$ cat config.mk
export PLATFORM = sky130hd
export DESIGN_NAME = reg_access_ctrl
export DESIGN_NICKNAME = d
export VERILOG_FILES = /design/src/rtl/pid_regs_pkg.sv /design/src/rtl/idle_timer.sv /design/src/rtl/reg_access_ctrl.sv
export SDC_FILE = /design/constraint.sdc
export NUM_CORES = 1
export LEC_CHECK = 0
export CAP_MARGIN = 10
export CORE_UTILIZATION = 53
export DETAILED_ROUTE_END_ITERATION = 10
export GPL_TIMING_DRIVEN = 0
export PLACE_DENSITY = 0.95
export REMOVE_ABC_BUFFERS = 1
export SETUP_SLACK_MARGIN = 0.2
export SYNTH_ARGS = -nofsm -noshare
export SYNTH_HDL_FRONTEND = slang
export SYNTH_SLANG_ARGS = --single-unit
$ cat constraint.sdc
create_clock -name clk_in -period 5.6 [get_ports clk_in]
set_clock_uncertainty 0.05 [all_clocks]
set_input_delay 1.12 -clock clk_in [delete_from_list [all_inputs] [get_ports clk_in]]
set_output_delay 1.12 -clock clk_in [all_outputs]
set_load 0.01 [all_outputs]
$ cat src/rtl/pid_regs_pkg.sv
// Shared constants for the PID register map, the host command protocol and
// the command sequencer state encoding.
package pid_regs_pkg;

  localparam logic [7:0] REG_P     = 8'd0;
  localparam logic [7:0] REG_I     = 8'd1;
  localparam logic [7:0] REG_D     = 8'd2;
  localparam logic [7:0] REG_SP    = 8'd3;
  localparam logic [7:0] REG_PID_O = 8'd4;
  localparam logic [7:0] REG_PWM_O = 8'd5;

  localparam logic [7:0] OP_WR   = 8'h57;
  localparam logic [7:0] OP_RD   = 8'h52;
  localparam logic [7:0] RSP_ACK = 8'h06;
  localparam logic [7:0] RSP_NAK = 8'h15;

  typedef enum logic [2:0] {
    IDLE,
    GET_ADDR,
    GET_DATA,
    WRITE,
    READ_WAIT,
    READ_CAP,
    RESP
  } state_t;

  // States in which the sequencer is willing to take a byte from the link.
  function automatic logic is_rx_state(input state_t s);
    return (s == IDLE) || (s == GET_ADDR) || (s == GET_DATA);
  endfunction

endpackage

$ cat src/rtl/idle_timer.sv
// Inter-byte idle counter: clears on demand, counts while enabled and stops
// at its terminal count so the terminal flag stays asserted.
module idle_timer #(
  parameter int TERMINAL = 16,
  parameter int W = (TERMINAL > 2) ? $clog2(TERMINAL) : 1
) (
  input  logic clk_in,
  input  logic reset,
  input  logic clear,
  input  logic enable,
  output logic tc
);

  logic [W-1:0] cnt;

  always_ff @(posedge clk_in) begin
    if (reset || clear) begin
      cnt <= '0;
    end else if (enable && !tc) begin
      cnt <= cnt + 1'b1;
    end
  end

  assign tc = (cnt == W'(TERMINAL - 1));

endmodule

$ cat src/rtl/reg_access_ctrl.sv
// Byte-stream command sequencer giving a host link read/write access to the
// PID register memory, one response byte per command.
module reg_access_ctrl
  import pid_regs_pkg::*;
#(
  parameter int TIMEOUT_CYCLES = 50000,
  parameter int NUM_REGS       = 6,
  parameter int NUM_WR_REGS    = 4
) (
  input  logic       clk_in,
  input  logic       reset,
  input  logic [7:0] rx_data,
  input  logic       rx_valid,
  output logic       rx_ready,
  output logic [7:0] tx_data,
  output logic       tx_valid,
  input  logic       tx_ready,
  output logic       write_enable,
  output logic [7:0] w_addr,
  output logic [7:0] w_data,
  output logic [7:0] r_addr,
  input  logic [7:0] r_data_i,
  output logic       busy,
  output logic       err_pulse
);

  localparam logic [7:0] RD_LIMIT = 8'(NUM_REGS);
  localparam logic [7:0] WR_LIMIT = 8'(NUM_WR_REGS);

  state_t state;
  logic   op_is_write;
  logic   rx_fire;
  logic   timer_en;
  logic   timeout;

  assign rx_ready = !reset && is_rx_state(state);
  assign rx_fire  = rx_valid && rx_ready;
  assign busy     = (state != IDLE);
  assign timer_en = (state == GET_ADDR) || (state == GET_DATA);

  idle_timer #(
    .TERMINAL(TIMEOUT_CYCLES)
  ) u_idle_timer (
    .clk_in(clk_in),
    .reset (reset),
    .clear (rx_fire || !timer_en),
    .enable(timer_en),
    .tc    (timeout)
  );

  always_ff @(posedge clk_in) begin
    if (reset) begin
      state        <= IDLE;
      op_is_write  <= 1'b0;
      tx_data      <= 8'h00;
      tx_valid     <= 1'b0;
      write_enable <= 1'b0;
      w_addr       <= 8'h00;
      w_data       <= 8'h00;
      r_addr       <= 8'h00;
      err_pulse    <= 1'b0;
    end else begin
      write_enable <= 1'b0;
      err_pulse    <= 1'b0;
      case (state)
        IDLE: begin
          if (rx_fire) begin
            if (rx_data == OP_WR || rx_data == OP_RD) begin
              op_is_write <= (rx_data == OP_WR);
              state       <= GET_ADDR;
            end else begin
              tx_data   <= RSP_NAK;
              tx_valid  <= 1'b1;
              err_pulse <= 1'b1;
              state     <= RESP;
            end
          end
        end
        GET_ADDR: begin
          if (rx_fire) begin
            if (op_is_write && rx_data < WR_LIMIT) begin
              w_addr <= rx_data;
              state  <= GET_DATA;
            end else if (!op_is_write && rx_data < RD_LIMIT) begin
              r_addr <= rx_data;
              state  <= READ_WAIT;
            end else begin
              // Read-only or nonexistent register: the rest of the command
              // is not consumed, the host sees a NAK straight away.
              tx_data   <= RSP_NAK;
              tx_valid  <= 1'b1;
              err_pulse <= 1'b1;
              state     <= RESP;
            end
          end else if (timeout) begin
            err_pulse <= 1'b1;
            state     <= IDLE;
          end
        end
        GET_DATA: begin
          if (rx_fire) begin
            w_data       <= rx_data;
            write_enable <= 1'b1;
            state        <= WRITE;
          end else if (timeout) begin
            err_pulse <= 1'b1;
            state     <= IDLE;
          end
        end
        WRITE: begin
          tx_data  <= RSP_ACK;
          tx_valid <= 1'b1;
          state    <= RESP;
        end
        READ_WAIT: begin
          state <= READ_CAP;
        end
        READ_CAP: begin
          tx_data  <= r_data_i;
          tx_valid <= 1'b1;
          state    <= RESP;
        end
        RESP: begin
          if (tx_ready) begin
            tx_valid <= 1'b0;
            state    <= IDLE;
          end
        end
        default: begin
          tx_valid <= 1'b0;
          state    <= IDLE;
        end
      endcase
    end
  end

endmodule
# [Yosys cells after proc, flatten, opt, wreduce, memory -nomap -nowiden]
# Index checks and enable logic that the tools add are counted.
[totals] regBits=55 in_bits=20 out_inout_bits=37 elab_cells=90
[classes] n_addsub=1 n_lt_le_gt_ge=2 eq_ne=15 n_mux=31 n_bitwise=3 n_reduce_logical=28
[op_table] op="2-to-1 mux 8 bit" n=5
[op_table] op="case mux 8 bit (4 select lines)" n=1
[op_table] op="2-to-1 mux 3 bit" n=7
[op_table] op="case mux 3 bit (6 select lines)" n=1
[op_table] op="adder 16 x 1 -> 16 bit, second input constant" n=1
[op_table] op="== test 16 bit, second input constant" n=1
[op_table] op="== test 8 x 7 -> 1 bit, second input constant" n=2
[op_table] op="less-than comparator 8 x 3 -> 1 bit, second input constant" n=2
[op_table] op="2-to-1 mux 1 bit" n=14
[op_table] op="!= test 2 bit, second input constant" n=6
[op_table] op="== test 3 bit, second input constant" n=3
[op_table] op="AND reduction 7 bit" n=1
[op_table] op="== test 3 x 2 -> 1 bit, second input constant" n=2
[op_table] op="logical OR 1 bit" n=6
[op_table] op="AND reduction 3 bit" n=2
[op_table] op="AND reduction 6 bit" n=1
[op_table] op="OR reduction 2 bit" n=3
[op_table] op="logical AND 1 bit" n=5
[op_table] op="case mux 1 bit (5 select lines)" n=1
[op_table] op="logical NOT 1 bit" n=4
[op_table] op="AND reduction 2 bit" n=2
[op_table] op="AND reduction 4 bit" n=1
[op_table] op="nonzero test 4 bit" n=1
[op_table] op="== test 3 x 1 -> 1 bit, second input constant" n=1
[op_table] op="other kinds (5)" n=7

# [Depth between registers and ports, before layout]
[depth] ltp_word=7 ltp_mapped=7

# [Modules after synthesis]
# A second synthesis with hierarchy kept.
[unflattened] cells_unflattened=284 hier_area_um2=2512.4
[by_module_without_submodules] mod="reg_access_ctrl" instances=1 cells_per_inst=188 area_each_um2=1696.6 seq_area_each_um2=780.7
[by_module_without_submodules] mod="idle_timer" instances=1 cells_per_inst=96 area_each_um2=815.8 seq_area_each_um2=320.3

# [Least setup slack after synthesis]
# OpenSTA, ideal clock, no wires.
[synth_timing] path_type="input-to-output" from="in reset" to="out rx_ready" t_arrival_ns=1.528 required_ns=4.430 setup_slack_ns=2.902 stages=2 path_buffers=0 cell_sequence="nor2_1 -> and2_1"
[synth_via] elab_chain_len=2
[synth_lines] element="start: declaration" line_no="reg_access_ctrl.sv:11" source="input logic reset,"
[synth_lines] element="logical NOT 1 bit" line_no="reg_access_ctrl.sv:36" source="assign rx_ready = !reset && is_rx_state(state);"
[synth_lines] element="logical AND 1 bit" line_no="reg_access_ctrl.sv:36"
[synth_lines] element="end: declaration" line_no="reg_access_ctrl.sv:14" source="output logic rx_ready,"
# Every way passes these cells.

# [Worst setup path after layout]
# Ends and elaborated chain as after synthesis.

==> summary.md <==
| Metric | Value |
|---|---|
| Main combinational cell family by area after synthesis | simple AND/OR/NAND/NOR gates |
| Die area | around 5000 um^2 |
| Busiest grt layer | met2 |
| Rel. slew slack | between 20 and 30% |
| Mux share of post-synthesis cell area | around 4.1% |
| Bufs on Longest Clock Path | 2 |
| Sequential power share | around half |
| CTS Buf Count | 5 |
| ANT cells | 0 |
| Crit. End Element | output pin |
| Final setup violation count | 0 |
| Main flop type after synthesis | dfxtp_1 |
| Placement Cell Area | approximately 3000 um^2 |
| P_sw | roughly 0.33 mW |
| Grt ovf | 0 |
| PortBufs | 56 |
| Initial antenna violation count | 0 |
| Critical path fanouts, max | 31 |
| DRT antenna net count | 0 |
| Min-Delay Path Class | reg2reg |
| Sequential element share of the synthesized area | between 40% and 50% |
| DP HPWL | approximately 4200 um |
| Layout area overhead | 25.7% |
| P_int | about 0.64 mW |
| Met3 usage | under 10% |
| Flops & latches, synth | 55 |
| Worst vdd ir | 0.224 mV |
| CTS tree | built |
| Max Fclk | around 210 MHz |
| Final hold vios | 0 |
| Slowest stage delay, CP | slightly below 1 ns |
| Hold Crit Start | tx_data[2] |
| # rows | 24 |
| Post-Synth Simple-Gate Area | 25.9% |
| First-pass GRT wire length | ~9800 um |
| Buf/Inv on CP | 2 |
| Die Width | ~70 um |
| CTS resizes | 0 |
| Crit path arrival time | approximately 3.5 ns |
| Die Span Y | between 70 and 80 um |
| Number of enable flip-flop cells after synthesis | 0 |
| Number of max-cap violations | 0 |
| Critical path class | in2out |
| Pre-Repair DR Iteration Count | 4 |
| Actual slew at the worst max-slew pin | between 1 and 1.5 ns |
| Overall Global Routing Usage | between 20% and 30% |
| Met2 GRT Util | between 40% and 50% |
| Vias per cell | about 6.1 |
| Status | completed |
| Synth Instances | 283 |
| Clock transition at the registers of the reported paths | 0.09 ns |
| Routed len/inst | 15.7 um |
| Setup TNS | 0 ns |
| Clock Power Share | between 20 and 25% |
| Worst Path Required | 4.43 ns |
| Period utilization | 83.3% |
| Post-route design area | 3080 um^2 |
| Beginning of the critical path | reset |
| Clock sink count | 55 |
| Iter 0 DRT Violations | between 150 and 200 |
| Combinational share of power | just under 30% |
| Number of global-route vias before repair | between 2k and 2.5k |
| Root buffer cell | clkbuf_8 |
| Net Sw Frac | approximately 34% |
| Largest net degree at the start of global routing | 32 |
| Area fraction in compound gates after synthesis | 17.8% |
| Via count | 2333 |
| Synth unique cells | 47 |
| Crit path cell chain | clkdlybuf4s50_1 > nor2_1 > and2_1 > clkdlybuf4s50_1 |
| Pwr/cell area | around 310 nW/um^2 |
| Slew Limit Fails | 0 |
| Leakage | around 1.1 nW |
| # H-tree levels | 2 |
| Ys async rst share | 0% |
| Core Area | 4410 um^2 |
| Final Critical Period | 4.66 ns |
| Hold buffers post-CTS | 0 |
| Share of cells above drive strength 1 | 3.04% |
| Post-Synth Adder-Cell Area | less than 1% |
| Nets | approximately 350 |
| Critical path's top delay family | buffers and inverters |
| Post-CTS Setup Inserts | 0 |
| Most Frequent Cell on Critical Path | clkdlybuf4s50_1 |
| Cell area after synthesis | roughly 2500 um^2 |
| Synth Area in XOR/XNOR | about 1.8% |
| Unrepaired setup endpoints after global routing | no |
| Syn_area_per_cell | about 8.7 um^2 |
| Clock Latency Late Sink | just over 0.3 ns |
| DRC viols | 0 |
| Grt met1 use | 28.9% |
| Placer Congestion | between 0.8 and 0.9 |
| Initial Util | a little under three fifths |
| Crit path launch type | primary input |
| Slowest library cell on the worst path | clkdlybuf4s50_1 |
| Routed wire length | 5980 um |
| Synth warn | 0 |
| FF-to-FF Start | state[0] |
| IO Pins | between 50 and 60 |
[kinds of logic after synthesis]
family | Yosys count
simple gates | 114
flops | 55
mux | 10
compound gates | 68
buf+inv | 30
xor+xnor | 5
fa+ha+maj | 1
[power by group through the flow]
| stage | registers [mW] | logic, mW | clock network [mW] |
|---|---|---|---|
| 2_1_floorplan | 0.474 | 0.163 | 0 |
| 3_3_place_gp | 0.476 | 0.270 | 0 |
| 3_5_place_dp | 0.478 | 0.277 | 0 |
| 4_1_cts | 0.469 | 0.279 | 0.217 |
| 5_1_grt | 0.476 | 0.308 | 0.231 |
| 6_report | 0.470 | 0.279 | 0.213 |
[area by class of cell]
type | instances | area, um^2
repair buffers | 56 | 561
well taps | 52 | 65.1
clock buffers | 7 | 76.3
flip-flops and latches | 55 | 1100
clock inverters | 1 | 5.00
multi-input cells | 198 | 1230
inverters | 12 | 45.0
fillers | 328 | 1330
[synthesized netlist by cell type, types with 2 or more instances]
master,count,area (um^2)
nor2b_1,5,31.3
dfxtp_1,55,1100
a211oi_1,2,15.0
a311o_1,3,30.0
and2_1,8,50.1
o211ai_1,2,15.0
inv_1,12,45.0
a32o_1,4,40.0
nand3_1,16,80.1
nand2_1,11,41.3
and3_1,8,50.1
nand4_1,11,68.8
a221oi_1,2,17.5
clkbuf_1,14,52.6
or3_1,11,68.8
xor2_1,2,17.5
o21ai_0,20,100
nand2b_1,2,12.5
nor2_1,19,71.3
xnor2_1,3,26.3
a21oi_1,21,105
nor4_1,3,18.8
buf_2,2,10.0
a31o_2,2,17.5
nor3_1,7,35.0
mux2i_1,10,100
o31ai_1,2,15.0
nor3b_1,7,52.6
[final timing paths]
check	endpoint	slack, ns	cells after the start
max	rx_ready	0.94	4
min	tx_data[2]	0.41	2
max reg2reg	tx_data[4]	3.22	5
min reg2reg	tx_data[2]	0.41	2
[per-layer routing]
metal  vias to the layer above  routed length (um)
li1                       1126                   -
met1                      1097                2440
met2                        92                3070
met3                        18                 314
met4                         0                 153
met5                         -                   0
[worst reg2reg max path: stages, from the launching register on]
cell	delay (ns)
dfxtp_1	0.52
nor3_1	0.31
inv_1	0.13
nor4_1	0.67
a211o_1	0.36
a221oi_1	0.16
[registers in the layout (all words and copies together) (netlist names), 3 cells and up]
signal            count
r_addr                8
u_idle_timer.cnt     16
w_addr                8
tx_data               8
state                 3
w_data                8
[placed cells by master (no fill, tap or decap), types with 3 or more instances in the layout]
cell             synthesis  final
a21oi_1                 21     21
a311o_1                  3      3
a32o_1                   4      4
and2_1                   8      8
and3_1                   8      8
clkbuf_8                 0      5
clkdlybuf4s50_1          0     56
dfxtp_1                 55     55
inv_1                   12     12
mux2i_1                 10     10
nand2_1                 11     11
nand3_1                 16     16
nand4_1                 11     11
nor2_1                  19     19
nor2b_1                  5      5
nor3_1                   7      7
nor3b_1                  7      7
nor4_1                   3      3
o21ai_0                 20     20
or3_1                   11     11
xnor2_1                  3      3
[per-stage QoR]
| stage | hold WS, ns | instances | worst slack, ns | power [mW] | util, % |
|---|---|---|---|---|---|
| 2_1_floorplan | 0.399 | 265 | 2.90 | 0.637 | - |
| 3_3_place_gp | 0.393 | 373 | 1.10 | 0.745 | 68.0 |
| 3_5_place_dp | 0.395 | 373 | 1.02 | 0.755 | 68.0 |
| 4_1_cts | 0.415 | 381 | 1.02 | 0.966 | 69.8 |
| 5_1_grt | 0.435 | 381 | 0.872 | 1.01 | 69.8 |
| 6_report | 0.415 | 381 | 0.936 | 0.962 | 69.8 |
No activity file was read; power rests on OpenSTA's default activity.
